<file path="src/rtl/pixel_stream_unpacker_pkg.sv">
// Shared field positions, word layout and state encoding for the pixel stream unpacker.
package pixel_stream_pkg;

    localparam int FLUSH_BIT     = 31;
    localparam int IMG_LAST_BIT  = 30;
    localparam int TAG_LSB       = 24;
    localparam int TAG_WIDTH     = 6;
    localparam int PAYLOAD_WIDTH = 24;

    typedef struct packed {
        logic                     flush;
        logic                     img_last;
        logic [TAG_WIDTH-1:0]     tag;
        logic [PAYLOAD_WIDTH-1:0] payload;
    } stream_word_t;

    typedef enum logic {
        EMPTY = 1'b0,
        EMIT  = 1'b1
    } unpack_state_t;

    function automatic int words_per_row(input int width, input int vpw);
        return (width + vpw - 1) / vpw;
    endfunction

    // Lanes carrying real values in the final word of a row; the rest are padding.
    function automatic int last_word_lanes(input int width, input int vpw);
        return width - (words_per_row(width, vpw) - 1) * vpw;
    endfunction

endpackage

</file>
<file path="src/rtl/pixel_stream_unpacker_if.sv">
// Bus-side and pixel-side handshake bundle of the unpacker; slave is the unpacker, master drives it.
interface pixel_stream_unpacker_if #(
    parameter int VALUE_WIDTH = 8,
    parameter int IMG_WIDTH   = 28,
    parameter int IMG_HEIGHT  = 28
);
    localparam int ROW_W = $clog2(IMG_HEIGHT);
    localparam int COL_W = $clog2(IMG_WIDTH);

    logic [31:0]          in_data;
    logic                 in_valid;
    logic                 upstream_stall;
    logic [VALUE_WIDTH-1:0] out_value;
    logic                 out_valid;
    logic                 downstream_stall;
    logic [5:0]           out_tag;
    logic [ROW_W-1:0]     out_row;
    logic [COL_W-1:0]     out_col;
    logic                 out_row_last;
    logic                 out_img_last;
    logic                 flush_out;
    logic                 err_framing;
    logic                 err_tag;

    modport master (
        output in_data, in_valid, downstream_stall,
        input  upstream_stall, out_value, out_valid, out_tag, out_row, out_col,
               out_row_last, out_img_last, flush_out, err_framing, err_tag
    );

    modport slave (
        input  in_data, in_valid, downstream_stall,
        output upstream_stall, out_value, out_valid, out_tag, out_row, out_col,
               out_row_last, out_img_last, flush_out, err_framing, err_tag
    );

endinterface

</file>
<file path="src/rtl/pixel_stream_unpacker_img_pos_counter.sv">
// Row/column position of the value currently on the output, with wrap, last flags and sync clear.
module img_pos_counter #(
    parameter int IMG_WIDTH  = 28,
    parameter int IMG_HEIGHT = 28,
    parameter int ROW_W      = $clog2(IMG_HEIGHT),
    parameter int COL_W      = $clog2(IMG_WIDTH)
) (
    input  logic             clock,
    input  logic             reset,
    input  logic             clear_i,
    input  logic             advance_i,
    output logic [ROW_W-1:0] row_o,
    output logic [COL_W-1:0] col_o,
    output logic             row_last_o,
    output logic             img_last_o,
    output logic [ROW_W-1:0] next_row_o,
    output logic [COL_W-1:0] next_col_o
);
    localparam logic [ROW_W-1:0] ROW_MAX = ROW_W'(IMG_HEIGHT - 1);
    localparam logic [COL_W-1:0] COL_MAX = COL_W'(IMG_WIDTH - 1);

    logic [ROW_W-1:0] row_q;
    logic [COL_W-1:0] col_q;
    logic [ROW_W-1:0] row_d;
    logic [COL_W-1:0] col_d;

    always_comb begin
        col_d = col_q + COL_W'(1);
        row_d = row_q;
        if (col_q == COL_MAX) begin
            col_d = '0;
            row_d = (row_q == ROW_MAX) ? '0 : row_q + ROW_W'(1);
        end
    end

    // Clear has priority so a flush landing with the final transfer still zeroes.
    always_ff @(posedge clock) begin
        if (!reset) begin
            row_q <= '0;
            col_q <= '0;
        end else if (clear_i) begin
            row_q <= '0;
            col_q <= '0;
        end else if (advance_i) begin
            row_q <= row_d;
            col_q <= col_d;
        end
    end

    assign row_o      = row_q;
    assign col_o      = col_q;
    assign row_last_o = (col_q == COL_MAX);
    assign img_last_o = (col_q == COL_MAX) && (row_q == ROW_MAX);
    assign next_row_o = row_d;
    assign next_col_o = col_d;

endmodule

</file>
<file path="src/rtl/pixel_stream_unpacker.sv">
// Unpacks 32-bit bus words into one pixel value per cycle with position tracking and framing check.
// Optional tag consistency check enabled by defining PIXEL_UNPACK_TAG_CHECK_EN.
module pixel_stream_unpacker #(
    parameter int VALUES_PER_WORD = 1,
    parameter int VALUE_WIDTH     = 8,
    parameter int IMG_WIDTH       = 28,
    parameter int IMG_HEIGHT      = 28
) (
    input logic                    clock,
    input logic                    reset,
    pixel_stream_unpacker_if.slave bus
);
    import pixel_stream_pkg::*;

    localparam int PW    = VALUES_PER_WORD * VALUE_WIDTH;
    localparam int ROW_W = $clog2(IMG_HEIGHT);
    localparam int COL_W = $clog2(IMG_WIDTH);
    localparam int WPR   = words_per_row(IMG_WIDTH, VALUES_PER_WORD);

    localparam logic [1:0]       FULL_LANES    = 2'(VALUES_PER_WORD);
    localparam logic [1:0]       TAIL_LANES    = 2'(last_word_lanes(IMG_WIDTH, VALUES_PER_WORD));
    localparam logic [COL_W-1:0] TAIL_WORD_COL = COL_W'((WPR - 1) * VALUES_PER_WORD);
    localparam logic [ROW_W-1:0] LAST_ROW      = ROW_W'(IMG_HEIGHT - 1);

    unpack_state_t        state_q;
    logic [PW-1:0]        payload_q;
    logic [TAG_WIDTH-1:0] tag_q;
    logic [1:0]           lane_q;
    logic [1:0]           nlanes_q;
    logic                 flush_out_q;
    logic                 err_framing_q;

    logic                 in_flush;
    logic                 in_img_last;
    logic [TAG_WIDTH-1:0] in_tag;
    logic [ROW_W-1:0]     row, next_row, start_row;
    logic [COL_W-1:0]     col, next_col, start_col;
    logic                 row_last, img_last;
    logic                 out_xfer, final_xfer, stall;
    logic                 accept_data, accept_flush;
    logic                 word_tail, word_final;
    logic [VALUE_WIDTH-1:0] lane_val [4];

    assign in_flush    = bus.in_data[FLUSH_BIT];
    assign in_img_last = bus.in_data[IMG_LAST_BIT];
    assign in_tag      = bus.in_data[TAG_LSB +: TAG_WIDTH];

    assign out_xfer     = (state_q == EMIT) && !bus.downstream_stall;
    assign final_xfer   = out_xfer && (lane_q == nlanes_q - 2'd1);
    assign stall        = (state_q == EMIT) && !final_xfer;
    assign accept_data  = bus.in_valid && !stall && !in_flush;
    assign accept_flush = bus.in_valid && !stall && in_flush;

    // A word accepted alongside a final-lane transfer starts one position past the current one.
    assign start_row  = final_xfer ? next_row : row;
    assign start_col  = final_xfer ? next_col : col;
    assign word_tail  = (start_col == TAIL_WORD_COL);
    assign word_final = word_tail && (start_row == LAST_ROW);

    generate
        for (genvar gi = 0; gi < 4; gi++) begin : g_lane
            if (gi < VALUES_PER_WORD) begin : g_used
                assign lane_val[gi] = payload_q[gi*VALUE_WIDTH +: VALUE_WIDTH];
            end else begin : g_pad
                assign lane_val[gi] = '0;
            end
        end
    endgenerate

    img_pos_counter #(
        .IMG_WIDTH  (IMG_WIDTH),
        .IMG_HEIGHT (IMG_HEIGHT),
        .ROW_W      (ROW_W),
        .COL_W      (COL_W)
    ) u_pos (
        .clock      (clock),
        .reset      (reset),
        .clear_i    (accept_flush),
        .advance_i  (out_xfer),
        .row_o      (row),
        .col_o      (col),
        .row_last_o (row_last),
        .img_last_o (img_last),
        .next_row_o (next_row),
        .next_col_o (next_col)
    );

    always_ff @(posedge clock) begin
        if (!reset) begin
            state_q       <= EMPTY;
            payload_q     <= '0;
            tag_q         <= '0;
            lane_q        <= '0;
            nlanes_q      <= '0;
            flush_out_q   <= 1'b0;
            err_framing_q <= 1'b0;
        end else begin
            flush_out_q <= accept_flush;
            if (out_xfer) begin
                lane_q <= lane_q + 2'd1;
            end
            if (final_xfer) begin
                state_q <= EMPTY;
            end
            if (accept_data) begin
                state_q   <= EMIT;
                payload_q <= bus.in_data[PW-1:0];
                tag_q     <= in_tag;
                lane_q    <= '0;
                nlanes_q  <= word_tail ? TAIL_LANES : FULL_LANES;
                if (in_img_last != word_final) begin
                    err_framing_q <= 1'b1;
                end
            end
            if (accept_flush) begin
                state_q       <= EMPTY;
                err_framing_q <= 1'b0;
            end
        end
    end

`ifdef PIXEL_UNPACK_TAG_CHECK_EN
    logic [TAG_WIDTH-1:0] img_tag_q;
    logic                 err_tag_q;
    logic                 first_of_image;

    assign first_of_image = (start_row == '0) && (start_col == '0);

    // The first word of an image defines the tag every later word must carry.
    always_ff @(posedge clock) begin
        if (!reset) begin
            img_tag_q <= '0;
            err_tag_q <= 1'b0;
        end else if (accept_flush) begin
            err_tag_q <= 1'b0;
        end else if (accept_data) begin
            if (first_of_image) begin
                img_tag_q <= in_tag;
            end else if (in_tag != img_tag_q) begin
                err_tag_q <= 1'b1;
            end
        end
    end

    assign bus.err_tag = err_tag_q;
`else
    assign bus.err_tag = 1'b0;
`endif

    assign bus.upstream_stall = stall;
    assign bus.out_valid      = (state_q == EMIT);
    assign bus.out_value      = lane_val[lane_q];
    assign bus.out_tag        = tag_q;
    assign bus.out_row        = row;
    assign bus.out_col        = col;
    assign bus.out_row_last   = row_last;
    assign bus.out_img_last   = img_last;
    assign bus.flush_out      = flush_out_q;
    assign bus.err_framing    = err_framing_q;

endmodule

</file>
<file path="src/flat_wrapper.sv">
// flat-port wrapper written by rule: the top's interface ports become plain ports
module pixel_stream_unpacker_flat import pixel_stream_pkg::*;
#(
    parameter int VALUES_PER_WORD = 1,
    parameter int VALUE_WIDTH     = 8,
    parameter int IMG_WIDTH       = 28,
    parameter int IMG_HEIGHT      = 28
)
  (clock, reset, bus_in_data, bus_in_valid, bus_downstream_stall, bus_upstream_stall, bus_out_value, bus_out_valid, bus_out_tag, bus_out_row, bus_out_col, bus_out_row_last, bus_out_img_last, bus_flush_out, bus_err_framing, bus_err_tag);
  pixel_stream_unpacker_if #(.VALUE_WIDTH(VALUE_WIDTH), .IMG_WIDTH(IMG_WIDTH), .IMG_HEIGHT(IMG_HEIGHT)) bus_i ();
  input logic clock;
  input logic reset;
  input wire logic [$bits(bus_i.in_data)-1:0] bus_in_data;
  input wire logic [$bits(bus_i.in_valid)-1:0] bus_in_valid;
  input wire logic [$bits(bus_i.downstream_stall)-1:0] bus_downstream_stall;
  output wire logic [$bits(bus_i.upstream_stall)-1:0] bus_upstream_stall;
  output wire logic [$bits(bus_i.out_value)-1:0] bus_out_value;
  output wire logic [$bits(bus_i.out_valid)-1:0] bus_out_valid;
  output wire logic [$bits(bus_i.out_tag)-1:0] bus_out_tag;
  output wire logic [$bits(bus_i.out_row)-1:0] bus_out_row;
  output wire logic [$bits(bus_i.out_col)-1:0] bus_out_col;
  output wire logic [$bits(bus_i.out_row_last)-1:0] bus_out_row_last;
  output wire logic [$bits(bus_i.out_img_last)-1:0] bus_out_img_last;
  output wire logic [$bits(bus_i.flush_out)-1:0] bus_flush_out;
  output wire logic [$bits(bus_i.err_framing)-1:0] bus_err_framing;
  output wire logic [$bits(bus_i.err_tag)-1:0] bus_err_tag;
  assign bus_i.in_data = bus_in_data;
  assign bus_i.in_valid = bus_in_valid;
  assign bus_i.downstream_stall = bus_downstream_stall;
  assign bus_upstream_stall = bus_i.upstream_stall;
  assign bus_out_value = bus_i.out_value;
  assign bus_out_valid = bus_i.out_valid;
  assign bus_out_tag = bus_i.out_tag;
  assign bus_out_row = bus_i.out_row;
  assign bus_out_col = bus_i.out_col;
  assign bus_out_row_last = bus_i.out_row_last;
  assign bus_out_img_last = bus_i.out_img_last;
  assign bus_flush_out = bus_i.flush_out;
  assign bus_err_framing = bus_i.err_framing;
  assign bus_err_tag = bus_i.err_tag;
  pixel_stream_unpacker #(.VALUES_PER_WORD(VALUES_PER_WORD), .VALUE_WIDTH(VALUE_WIDTH), .IMG_WIDTH(IMG_WIDTH), .IMG_HEIGHT(IMG_HEIGHT)) u_core (.clock(clock), .reset(reset), .bus(bus_i));
endmodule
</file>
<file path="config.mk">
export PLATFORM = sky130hd
export DESIGN_NAME = pixel_stream_unpacker_flat
export DESIGN_NICKNAME = d
export VERILOG_FILES = /design/src/rtl/pixel_stream_unpacker_pkg.sv /design/src/rtl/pixel_stream_unpacker_if.sv /design/src/rtl/pixel_stream_unpacker_img_pos_counter.sv /design/src/rtl/pixel_stream_unpacker.sv /design/src/flat_wrapper.sv
export SDC_FILE = /design/constraint.sdc
export NUM_CORES = 1
export LEC_CHECK = 0
export CELL_PAD_IN_SITES_DETAIL_PLACEMENT = 1
export CELL_PAD_IN_SITES_GLOBAL_PLACEMENT = 1
export CORE_UTILIZATION = 31
export CTS_BUF_LIST = sky130_fd_sc_hd__clkbuf_8
export CTS_CLUSTER_SIZE = 12
export DETAILED_ROUTE_END_ITERATION = 12
export GPL_TIMING_DRIVEN = 0
export PLACE_DENSITY_LB_ADDON = 0.1
export SLEW_MARGIN = 20
export SYNTH_ARGS = -nofsm -noshare
export SYNTH_HDL_FRONTEND = slang
export SYNTH_SLANG_ARGS = --single-unit
</file>
<file path="constraint.sdc">
create_clock -name clock -period 2.45 [get_ports clock]
set_input_delay 0.3675 -clock clock [delete_from_list [all_inputs] [get_ports clock]]
set_output_delay 0.3675 -clock clock [all_outputs]
set_load 0.005 [all_outputs]
</file>
==> results by group <==
Global route
  • Total GRT Usage: 0.171
  • Antenna violations before repair: 0
  • Largest net degree at the start of global routing: 11
  • Aggregate global routing overflow: 0
  • Vias in the first global route: 1494
  • First-pass GRT wire length: 6890 um

Logic synthesis
  • Number of flops mapped to enable cells by yosys: 0
  • Synth unique cells: 48
  • Yosys synthesis warning count: 0
  • Sequential area share after synthesis: 0.389
  • Post-Syn Instances: 179
  • Yosys top cell area share: 0.389
  • Syn Std Cell Area: 1550 sq um
  • Most frequent cell after synthesis: dfxtp_1
  • Synth Net Count: 217
  • Area contributors post-synth: dfxtp_1 (39%), mux2i_1 (11%), nor2_1 (6.3%), and2_1 (4.0%), a21oi_1 (3.9%)
  • Synth cell count leaders: dfxtp_1 (30), nor2_1 (26), mux2i_1 (17)
  • Most used DFF post-synth: dfxtp_1
  • Synthesized flop and latch total: 30
  • Syn Area/Cell: 8.63 sq um
  • Ys async rst share: 0
  • Cell taking the most area after synthesis: dfxtp_1

Critical path
  • Worst flop-to-flop path endpoint: u_core.bus.err_framing
  • Critical path fanouts, max: 7
  • Arr. time, crit path: 1980 ps
  • Flop2flop setup slack: 380 ps
  • Data required, critical path: 2080 ps
  • Slowest-stage cell, CP: clkdlybuf4s50_1
  • WP buf/inv: 2
  • Crit path max-delay family: buffers and inverters
  • Worst-case reg-to-reg path depth: 8
  • Peak per-stage delay on the critical path: 540 ps
  • Reg2Reg Launch Point: u_core.u_pos.col_o[0]
  • Critical path endpoint category: output pin
  • Crit Path Class: reg2out
  • CP cell instances: ha_4 > nand4b_4 > inv_4 > nand2_1 > nor3_4 > clkdlybuf4s50_1
  • Critical path launch point type: flop

Routing
  • Routed vias: 1474
  • First drt pass iteration count: 4
  • Drt drc: 0
  • Vias/cell: 4.86
  • Post-DR wirelength/cell: 14.0 um
  • Initial DRC count: 49
  • Final wirelength: 4240 um
  • Post-route ant nets: 0

Placed design
  • Input/output buffers: 49
  • Worst slack at placement: -24.3 ps
  • Hpwl dp: 3210 um
  • GP Congestion: 0.804
  • Placement Cell Area: 2120 sq um

Finish
  • Final nets: 273
  • Fin area: 2240 sq um
  • Layout cell share with drive strength beyond 1: 0.106
  • Diodes inserted: 0
  • P&R area growth vs syn: 45.2%
  • Fin util: 0.472

Timing
  • Actual slew at the worst max-slew pin: 516 ps
  • Skew final: 11.9 ps
  • Min cycle time layout: 2350 ps
  • Final Hold Fails: 0
  • Max_slew headroom: 0.656
  • Period utilisation layout: 0.960
  • Slew Viols, Final: 0
  • PnR worst setup slack: 98.1 ps
  • Setup TNS: 0 ps
  • F_max: 425 MHz
  • Finish-stage setup viols: 0

Clock network
  • CTS Sinks: 30
  • TritonCTS clock tree: yes
  • CTS max path bufs: 2
  • Post-CTS Hold Buffers: 0
  • # H-tree levels: 2
  • Post-CTS Setup Inserts: 0
  • Worst skew pair latency: 290 ps
  • Clock transition at path regs: 70 ps
  • Num CTS Buffers: 5
  • Root Driver: clkbuf_8

Hold path
  • Hold Path Origin: u_core.u_pos.row_o[1]
  • Hold crit path type: reg2reg
  • Min-Delay Endpoint: u_core.u_pos.row_o[1]
  • Worst Hold Depth: 2

Die
  • Die area: 5270 sq um
  • Chip Height: 72.6 um
  • Std-Cell Rows: 25
  • Core outline area: 4750 sq um
  • I/O pins: 67
  • Die width: 72.6 um
  • Initial Util: 0.325

Power and ir drop
  • PD cells: 488 nW/um^2
  • Maximum vdd ir drop: 0.000337 V
  • Total power: 0.00110 W
  • Leak Pwr: 0.917 nW

Run status
  • Status: finished clean

Run
  • Max-Cap Viols: 0
layer usage:
layer	global-route usage	routed length (um)	vias up
li1	-	-	726
met4	0.0523	69	0
met2	0.329	2230	37
met3	0.0414	179	8
met5	0	0	-
met1	0.182	1760	703
how the worst max path moves through the flow:
stage | from | end | slack (ps) | cells past startpoint
finish | u_core.u_pos.col_o[0] | bus_out_img_last | 100 | 6
global route | u_core.u_pos.col_o[1] | bus_out_img_last | -20 | 6
CTS | u_core.u_pos.col_o[0] | bus_out_img_last | 9 | 6
detailed placement | u_core.u_pos.col_o[0] | bus_out_img_last | -20 | 6
global placement | bus_downstream_stall | u_core.bus.err_framing | 10 | 7
floorplan | u_core.u_pos.col_o[0] | u_core.bus.err_framing | 440 | 8
power by group:
| part | internal (W) | switching (W) |
|---|---|---|
| Clock | 0.000222 | 0.000192 |
| Sequential | 0.000507 | 0.0000148 |
| Combinational | 0.0000920 | 0.0000678 |
| Total | 0.000821 | 0.000274 |
layout make-up:
class                           count  area, sq um
Buffer                             11         61.3
Multi-Input combinational cell    130          880
Inverter                            8         32.5
Clock buffer                        6         82.6
Clock inverter                      2         8.76
Sequential cell                    30          606
Tap cell                           67         83.8
Timing Repair Buffer               49          489
Fill cell                         585         2510
registers in the layout, summed over array words and instances (netlist names):
name,flops
u_core.bus.flush_out,1
u_core.payload_q,8
u_core.u_pos.row_o,5
u_core.bus.err_framing,1
u_core.lane_q,2
u_core.u_pos.col_o,5
u_core.nlanes_q,1
u_core.bus.out_valid,1
u_core.bus.out_tag,6
worst min-delay path: cells and delay by family (launching register included):
kind,cells,cell delay [ps]
flops,1,330
compound gates,1,50
simple gates,1,60
timing repair:
action                                  in CTS  in global routing
pin swaps                                    1                  0
gates resized for setup                      6                  4
gates cloned                                 0                  0
endpoints found under the setup margin       2                  1
metrics by stage:
stage	instances	hold slack (ps)
2_1_floorplan	179	455
3_5_place_dp	295	487
5_1_grt	303	532
4_1_cts	303	495
6_report	303	495
3_3_place_gp	295	468
layout by cell type (no fill, tap or decap), types with 2 or more instances in the layout:
cell type and n:
a21oi_1 12, dfxtp_1 28, inv_1 7, xnor2_1 2
nand2b_1 3, nand2_1 16, nor2b_1 3, mux2i_1 17
a211oi_1 2, nand3_1 4, clkdlybuf4s50_1 48, nor3_1 4
nor2_1 26, clkbuf_8 6, buf_2 4, clkbuf_1 4
and2_1 10
logic make-up (layout without fill, tap and decap cells):
logic type                 after synthesis  count (layout)  synth area share
AOI/OAI and AO/OA                       26              26             0.129
xor gates and xnor gates                 3               3            0.0170
adders and majority gates                2               2            0.0162
buffers and inverters                   19              76            0.0575
DFF                                     30              30             0.389
muxes                                   18              18             0.117
other                                    1               1           0.00243
and+or+nand+nor                         80              80             0.272
Power figures use the tool's default switching activity.
